## src/rtl/concat_stream_merge.sv

```systemverilog
// Circular frame buffer of layer pixels, merged in order with branch pixels into one wide word.
// Accepted pop -> merged word valid two cycles later; no backpressure, errors are flagged and sticky.
module concat_stream_merge #(
    parameter int N           = 8,
    parameter int LAYER_CH    = 1,
    parameter int BRANCH_CH   = 1,
    parameter int INPUT_SIZE  = 1,
    parameter int BRANCH_HIGH = 1,
    parameter int ADDR_WIDTH  = $clog2(INPUT_SIZE*INPUT_SIZE+1)
) (
    input  logic                                clk,
    input  logic                                rst_n,
    input  logic                                clr,
    input  logic                                layer_vld,
    input  logic [LAYER_CH*N-1:0]               layer_din,
    input  logic                                branch_vld,
    input  logic [BRANCH_CH*N-1:0]              branch_din,
    output logic                                concat_dout_vld,
    output logic [(LAYER_CH+BRANCH_CH)*N-1:0]   concat_dout,
    output logic                                frame_done,
    output logic [ADDR_WIDTH-1:0]               fill_level,
    output logic                                overflow,
    output logic                                underflow
);
    localparam int FRAME_PIX = INPUT_SIZE*INPUT_SIZE;
    localparam int LW        = LAYER_CH*N;
    localparam int BW        = BRANCH_CH*N;
    localparam int OW        = LW + BW;
    localparam int IDX_W     = (FRAME_PIX > 1) ? $clog2(FRAME_PIX) : 1;
    localparam logic [ADDR_WIDTH-1:0] LAST = ADDR_WIDTH'(FRAME_PIX-1);
    localparam logic [ADDR_WIDTH-1:0] FULL = ADDR_WIDTH'(FRAME_PIX);

    logic [LW-1:0]         mem [FRAME_PIX];
    logic [LW-1:0]         layer_rd_q;
    logic [ADDR_WIDTH-1:0] wr_ptr_q, wr_ptr_d, rd_ptr_q, rd_ptr_d;
    logic [ADDR_WIDTH-1:0] fill_q, fill_d, frm_cnt_q, frm_cnt_d;
    logic                  ovf_q, ovf_d, unf_q, unf_d;
    logic                  s1_vld_q, s1_vld_d, s1_last_q, s1_last_d;
    logic [BW-1:0]         s1_branch_q, s1_branch_d;
    logic                  vld_q, vld_d, done_q, done_d;
    logic [OW-1:0]         dout_q, dout_d, merged;
    logic                  push_ok, pop_ok;

    function automatic logic [ADDR_WIDTH-1:0] ptr_next(input logic [ADDR_WIDTH-1:0] p);
        return (p == LAST) ? '0 : p + ADDR_WIDTH'(1);
    endfunction

    // Fullness is judged on the registered fill only, so an empty buffer never bypasses a same-cycle push.
    assign push_ok = layer_vld  && (fill_q != FULL);
    assign pop_ok  = branch_vld && (fill_q != '0);
    assign merged  = (BRANCH_HIGH != 0) ? {s1_branch_q, layer_rd_q} : {layer_rd_q, s1_branch_q};

    always_comb begin
        wr_ptr_d    = wr_ptr_q;
        rd_ptr_d    = rd_ptr_q;
        fill_d      = fill_q;
        frm_cnt_d   = frm_cnt_q;
        ovf_d       = ovf_q;
        unf_d       = unf_q;
        s1_vld_d    = pop_ok;
        s1_last_d   = (frm_cnt_q == LAST);
        s1_branch_d = pop_ok ? branch_din : s1_branch_q;
        vld_d       = s1_vld_q;
        done_d      = s1_vld_q && s1_last_q;
        dout_d      = s1_vld_q ? merged : dout_q;
        if (push_ok) wr_ptr_d = ptr_next(wr_ptr_q);
        if (layer_vld && !push_ok) ovf_d = 1'b1;
        if (pop_ok) begin
            rd_ptr_d  = ptr_next(rd_ptr_q);
            frm_cnt_d = ptr_next(frm_cnt_q);
        end
        if (branch_vld && !pop_ok) unf_d = 1'b1;
        case ({push_ok, pop_ok})
            2'b10:   fill_d = fill_q + ADDR_WIDTH'(1);
            2'b01:   fill_d = fill_q - ADDR_WIDTH'(1);
            default: fill_d = fill_q;
        endcase
        if (clr) begin
            wr_ptr_d    = '0;
            rd_ptr_d    = '0;
            fill_d      = '0;
            frm_cnt_d   = '0;
            ovf_d       = 1'b0;
            unf_d       = 1'b0;
            s1_vld_d    = 1'b0;
            s1_last_d   = 1'b0;
            s1_branch_d = '0;
            vld_d       = 1'b0;
            done_d      = 1'b0;
            dout_d      = '0;
        end
    end

    always_ff @(posedge clk or negedge rst_n) begin
        if (!rst_n) begin
            wr_ptr_q    <= '0;
            rd_ptr_q    <= '0;
            fill_q      <= '0;
            frm_cnt_q   <= '0;
            ovf_q       <= 1'b0;
            unf_q       <= 1'b0;
            s1_vld_q    <= 1'b0;
            s1_last_q   <= 1'b0;
            s1_branch_q <= '0;
            vld_q       <= 1'b0;
            done_q      <= 1'b0;
            dout_q      <= '0;
        end else begin
            wr_ptr_q    <= wr_ptr_d;
            rd_ptr_q    <= rd_ptr_d;
            fill_q      <= fill_d;
            frm_cnt_q   <= frm_cnt_d;
            ovf_q       <= ovf_d;
            unf_q       <= unf_d;
            s1_vld_q    <= s1_vld_d;
            s1_last_q   <= s1_last_d;
            s1_branch_q <= s1_branch_d;
            vld_q       <= vld_d;
            done_q      <= done_d;
            dout_q      <= dout_d;
        end
    end

    // Storage and its read register carry no reset so they map onto block RAM.
    always_ff @(posedge clk) begin
        if (push_ok && !clr) mem[wr_ptr_q[IDX_W-1:0]] <= layer_din;
        if (pop_ok) layer_rd_q <= mem[rd_ptr_q[IDX_W-1:0]];
    end

    assign concat_dout_vld = vld_q;
    assign concat_dout     = dout_q;
    assign frame_done      = done_q;
    assign fill_level      = fill_q;
    assign overflow        = ovf_q;
    assign underflow       = unf_q;
endmodule

```

## config.mk

```make
export PLATFORM = sky130hd
export DESIGN_NAME = concat_stream_merge
export DESIGN_NICKNAME = d
export VERILOG_FILES = /design/src/rtl/concat_stream_merge.sv
export SDC_FILE = /design/constraint.sdc
export NUM_CORES = 1
export LEC_CHECK = 0
export ABC_AREA = 0
export CAP_MARGIN = 40
export CORE_AREA = 2 2 70 72
export DETAILED_ROUTE_END_ITERATION = 10
export DIE_AREA = 0 0 72 74
export GPL_TIMING_DRIVEN = 0
export PLACE_DENSITY = 0.75
export SLEW_MARGIN = 20
export SYNTH_ARGS = -nofsm -noshare
export SYNTH_HDL_FRONTEND = slang
export SYNTH_SLANG_ARGS = --single-unit
```

## constraint.sdc

```tcl
create_clock -name clk -period 1.9 [get_ports clk]
set_clock_uncertainty 0.2 [all_clocks]
set_input_delay 0.475 -clock clk [delete_from_list [all_inputs] [get_ports clk]]
set_output_delay 0.475 -clock clk [all_outputs]
set_load 0.01 [all_outputs]
```

Yosys cells after proc, flatten, opt, wreduce, memory -nomap -nowiden:

Memory sizes are Yosys's and may differ from the RTL's. A register that Yosys moved wholly into a read port is not among the register bits.
Index checks and enable logic that the tools add are counted.

* register bits after elaboration: 32
* bits in writable memories: 8
* bits of input ports: 21
* output and inout bits: 21
* logic and storage cells: 51
* memories: 1

Memory list
* mem: words 1, width 8, rd ports 1, clocked after memory_dff 1, wr ports 1, line 33 `logic [LW-1:0] mem [FRAME_PIX];`

* add/sub/neg operators: 3
* eq/ne operators: 2
* muxes and demuxes: 19
* bitwise gates (word level): 2
* reductions and logical operators: 14

Operators by type and width (number)
* $mux W16: 2
* $mux W8: 2
* $mux W1: 14
* $reduce_bool A2 Y1: 4
* $logic_and A1 B1 Y1: 6
* $logic_not A1 Y1: 3
* $reduce_bool A3 Y1: 1
* $add A1 B1 Y1 const B: 2
* $eq A2 B1 Y1 const B: 1
* $eq A2 B2 Y1 const B: 1
* $not A1 Y1: 2
* $pmux W1 S2: 1
* $sub A1 B1 Y1 const B: 1

Depth between registers and ports, before layout:

Gate-level depths: netlist of run 1.

* word-level depth: 6
* gate-level depth with buffers: 4
* mapped depth without buffers: 2

Worst setup path before layout of run 1:

Ideal clock, no wire load.

* path kind: reg-to-reg
* start: register fill_q, in the netlist fill_level
* end: memory mem[0][0] (netlist name), enable pin
* setup time: 0.385 ns
* arrival time: 1.396 ns
* data required time: 1.315 ns
* path slack: -0.081 ns
* stages on the path, launching flop included: 4
* buffers on the path: 2
* period minus slack after synthesis: 1.981 ns
* cell sequence: dfrtp_1 buf_4 buf_6 nor3b_1

* word-level cells in the longest chain between the ends: 5

Ends and longest elaborated chain
* from (decl): line 36 `logic [ADDR_WIDTH-1:0] fill_q, fill_d, frm_cnt_q, frm_cnt_d;`
* from (signal assigned): line 111 `fill_q <= fill_d;`
* $not A1 Y1: line 49 `assign push_ok = layer_vld && (fill_q != FULL);`
* $logic_and A1 B1 Y1: line 49
* $logic_and A1 B1 Y1: line 126 `if (push_ok && !clr) mem[wr_ptr_q[IDX_W-1:0]] <= layer_din;`
* $mux W1: line 126
* $mux W1 (not written as such): line 126
* to (decl): line 33

Every way passes these cells.

Worst setup path in the final report of run 1:

* start: register dout_q[13], in the netlist concat_dout[13]
* end: output port concat_dout[13]

RTL lines
* from (decl): line 41 `logic [OW-1:0] dout_q, dout_d, merged;`
* from (signal assigned): line 120 `dout_q <= dout_d;`
* to (decl): line 19 `output logic [(LAYER_CH+BRANCH_CH)*N-1:0] concat_dout,`

No word-level cell between the ends.

==> reports/summary.txt, run 1 <==
CP Buf/Inv Count: 1
WP data required: 1.22 ns
Setup crit end: concat_dout[13]
Num rows: 25
Final Setup Violations: 0
HPWL Detailed: 2330 µm
Pin count of the biggest net entering global routing: 32
Number of antenna violations at the first check in global routing: 0
Grt ovf: 0
Setup Crit Path Kind: reg -> out
Area Growth Syn to Fin: 32.4%
Setup crit end kind: output pin
Fraction of synthesized cell area taken by the top area cell type: 43.2%
Final min period: 1.85 ns
Placed Area: 2260 µm²
Fillers: 403
Cell area after layout: 2370 µm²
Cts bufs inserted: 5
RSZ-0062 raised after global routing: false
Peak VDD IR: 0.411 mV
Gpl congestion: 0.775
Power density over the cells: 776 nW/µm²
First-pass GRT wire length: 5580 µm
Synth Instances: 124
Root buf cell: clkbuf_8
Die X: 72 µm
Vias after detailed routing: 1099
R2R Setup Slk: 0.16 ns
Max Slew Vio Count: 0
Top-count cell post-synth: dfrtp_1
Vias per cell: 4.86
Die height: 74 µm
Data arrival, critical path: 1.17 ns
H-Tree Depth: 2
Max Cap Violations: 0
Flops & latches, synth: 47
Total track usage: 14.0%
Nature of the critical path startpoint: register
CTS tree: built
Hold_ws: 0.00249 ns
Antenna Cells: 0
Met3 wire length: 150 µm
Final setup TNS: 0 ns
CTS sink cnt: 47
CP max stage delay: 0.53 ns
Starting Density: 39.0%
Dominant synthesized flop cell: dfrtp_1
Top cells by area, synth: dfrtp_1, edfxtp_1, mux2i_1, nor2_1, a21bo_2
Max Used Layer: met4
Status: finished clean
Reg-to-reg endpoint: mem[0][7]
Design Power: 0.00184 W
Clock transition at path regs: 0.09 ns
Cell Area, Synth: 1790 µm²
Iteration-0 DRC Markers: 46
DR pass1 iterations: 4
Syn Nets: 145
# IOs: 42
Yosys warning count: 0
Top post-synthesis cells by count: dfrtp_1, nor2_1, edfxtp_1, mux2i_1, nand3_1
Max FO, Critical Path: 2
I/O Buffers: 40
LEAKAGE: 1.15 nW
Metal-1 WL: 1360 µm
Met2 Routed Length: 1710 µm
Clk buf depth: 2
Cell chain of the critical path: clkdlybuf4s50_1
Worst r2r src: fill_level
Headroom to the max-slew limit: 55.2%
Die area: 5330 µm²
FF-to-FF path depth: 3
Sequential-to-total area share from yosys stat: 70.0%
Drt drc: 0
Tightest Pin Transition: 0.671 ns
Vias in the first global route: 1172
DRT Wirelength: 3260 µm
Final ANT Viol Nets: 0
Area leader, netlist: dfrtp_1
Nets: 192
Final setup margin: 0.0507 ns
Crit path depth: 1
CP top delay family: buffers and inverters
EDFF count, synth: 16
Per-cell routed wire length: 14.4 µm
Layout cells sized above 1: 15.1%
Pre-CTS WS: -0.378 ns
Core outline area: 4600 µm²
Clk_lat worst skew: 0.30 ns
Slowest-stage cell, CP: clkdlybuf4s50_1
Avg Cell Area, Syn: 14.5 µm²
Number of unique standard cell types used by synthesis: 19
CP startpoint: concat_dout[13]
Min-delay worst type: in -> async
CTS Hold Bufs: 0
Post-CTS setup buffer count: 0
Final period util: 97.3%
Final Hold Viols: 0
Fmax: 541 MHz
Fraction of registers with async set/reset: 66.0%
## power by group
part           internal (W)  switching (W)  total [W]
sequential          0.00108      0.0000127    0.00109
clock              0.000256       0.000326   0.000582
combinational     0.0000865      0.0000813   0.000168
total               0.00142       0.000420    0.00184
## worst min-delay path by stage
| stage | start | end | slack [ns] |
|---|---|---|---|
| floorplan | rst_n | concat_dout[0] | -0.02 |
| global placement | mem[0][6] | layer_rd_q[6] | 0.20 |
| detailed placement | mem[0][6] | layer_rd_q[6] | 0.20 |
| CTS | rst_n | concat_dout[6] | 0.03 |
| global route | rst_n | concat_dout[6] | 0.07 |
| finish | rst_n | concat_dout[6] | 0.002 |
## per-layer routing
metal / vias up / GRT usage, %
met5: - / 0
met4: 0 / 4.40
met3: 5 / 4.34
met2: 27 / 24.1
met1: 551 / 17.1
li1: 516 / -
## layout make-up
class | count | area (µm²) | area share, %
inverter | 1 | 3.75 | 0.158
buffer | 9 | 82.6 | 3.48
timing repair buffer | 40 | 413 | 17.4
clock buffer | 5 | 68.8 | 2.90
multi-input combinational | 67 | 463 | 19.5
tap | 54 | 67.6 | 2.85
clock inverter | 3 | 20.0 | 0.843
sequential | 47 | 1260 | 52.9
## state kept, by name, indices dropped and copies added (netlist names)
name / count
mem: 8
fill_level: 1
layer_rd_q: 8
s1_vld_q: 1
s1_last_q: 1
overflow: 1
underflow: 1
concat_dout_vld: 1
frame_done: 1
s1_branch_q: 8
concat_dout: 16
## placed cells by master (no fill, tap or decap), types with 3 or more instances in the layout
cell type,instances
a21bo_2,6
a21oi_1,7
and2_1,3
buf_2,4
clkbuf_8,5
clkdlybuf4s50_1,23
dfrtp_1,31
dlygate4sd2_1,6
dlymetal6s2s_1,10
edfxtp_1,16
mux2i_1,16
nand3_1,8
nor2_1,18
## cells by family (layout without fill, tap and decap cells)
logic type	count (synthesis)	count (layout)	share of synthesized area (%)
flops	47	47	70.0
buf+inv	10	58	4.81
simple gates	33	33	8.44
compound gates	18	18	7.81
mux	16	16	8.93
## per-stage QoR
stage / util, % / cells
floorplan: - / 124
CTS: 51.1 / 226
global placement: 49.3 / 218
detailed placement: 49.2 / 218
finish: 51.6 / 226
global route: 51.6 / 226
## what timing repair did
action                                  in CTS  in global routing
endpoints found under the setup margin      14                 10
gates resized for setup                      7                 10
pin swaps                                    0                  0
No activity file was read; power rests on OpenSTA's default activity.
==> run 2, diff against run 1 <==
--- a/config.mk
+++ b/config.mk
@@ -6,7 +6,7 @@
 export NUM_CORES = 1
 export LEC_CHECK = 0
 export ABC_AREA = 0
-export CAP_MARGIN = 40
+export CAP_MARGIN = 10
 export CORE_AREA = 2 2 70 72
 export DETAILED_ROUTE_END_ITERATION = 10
 export DIE_AREA = 0 0 72 74
==> results of run 2 <==
Same layout as run 1: the final DEF is identical, and so are final timing and power.
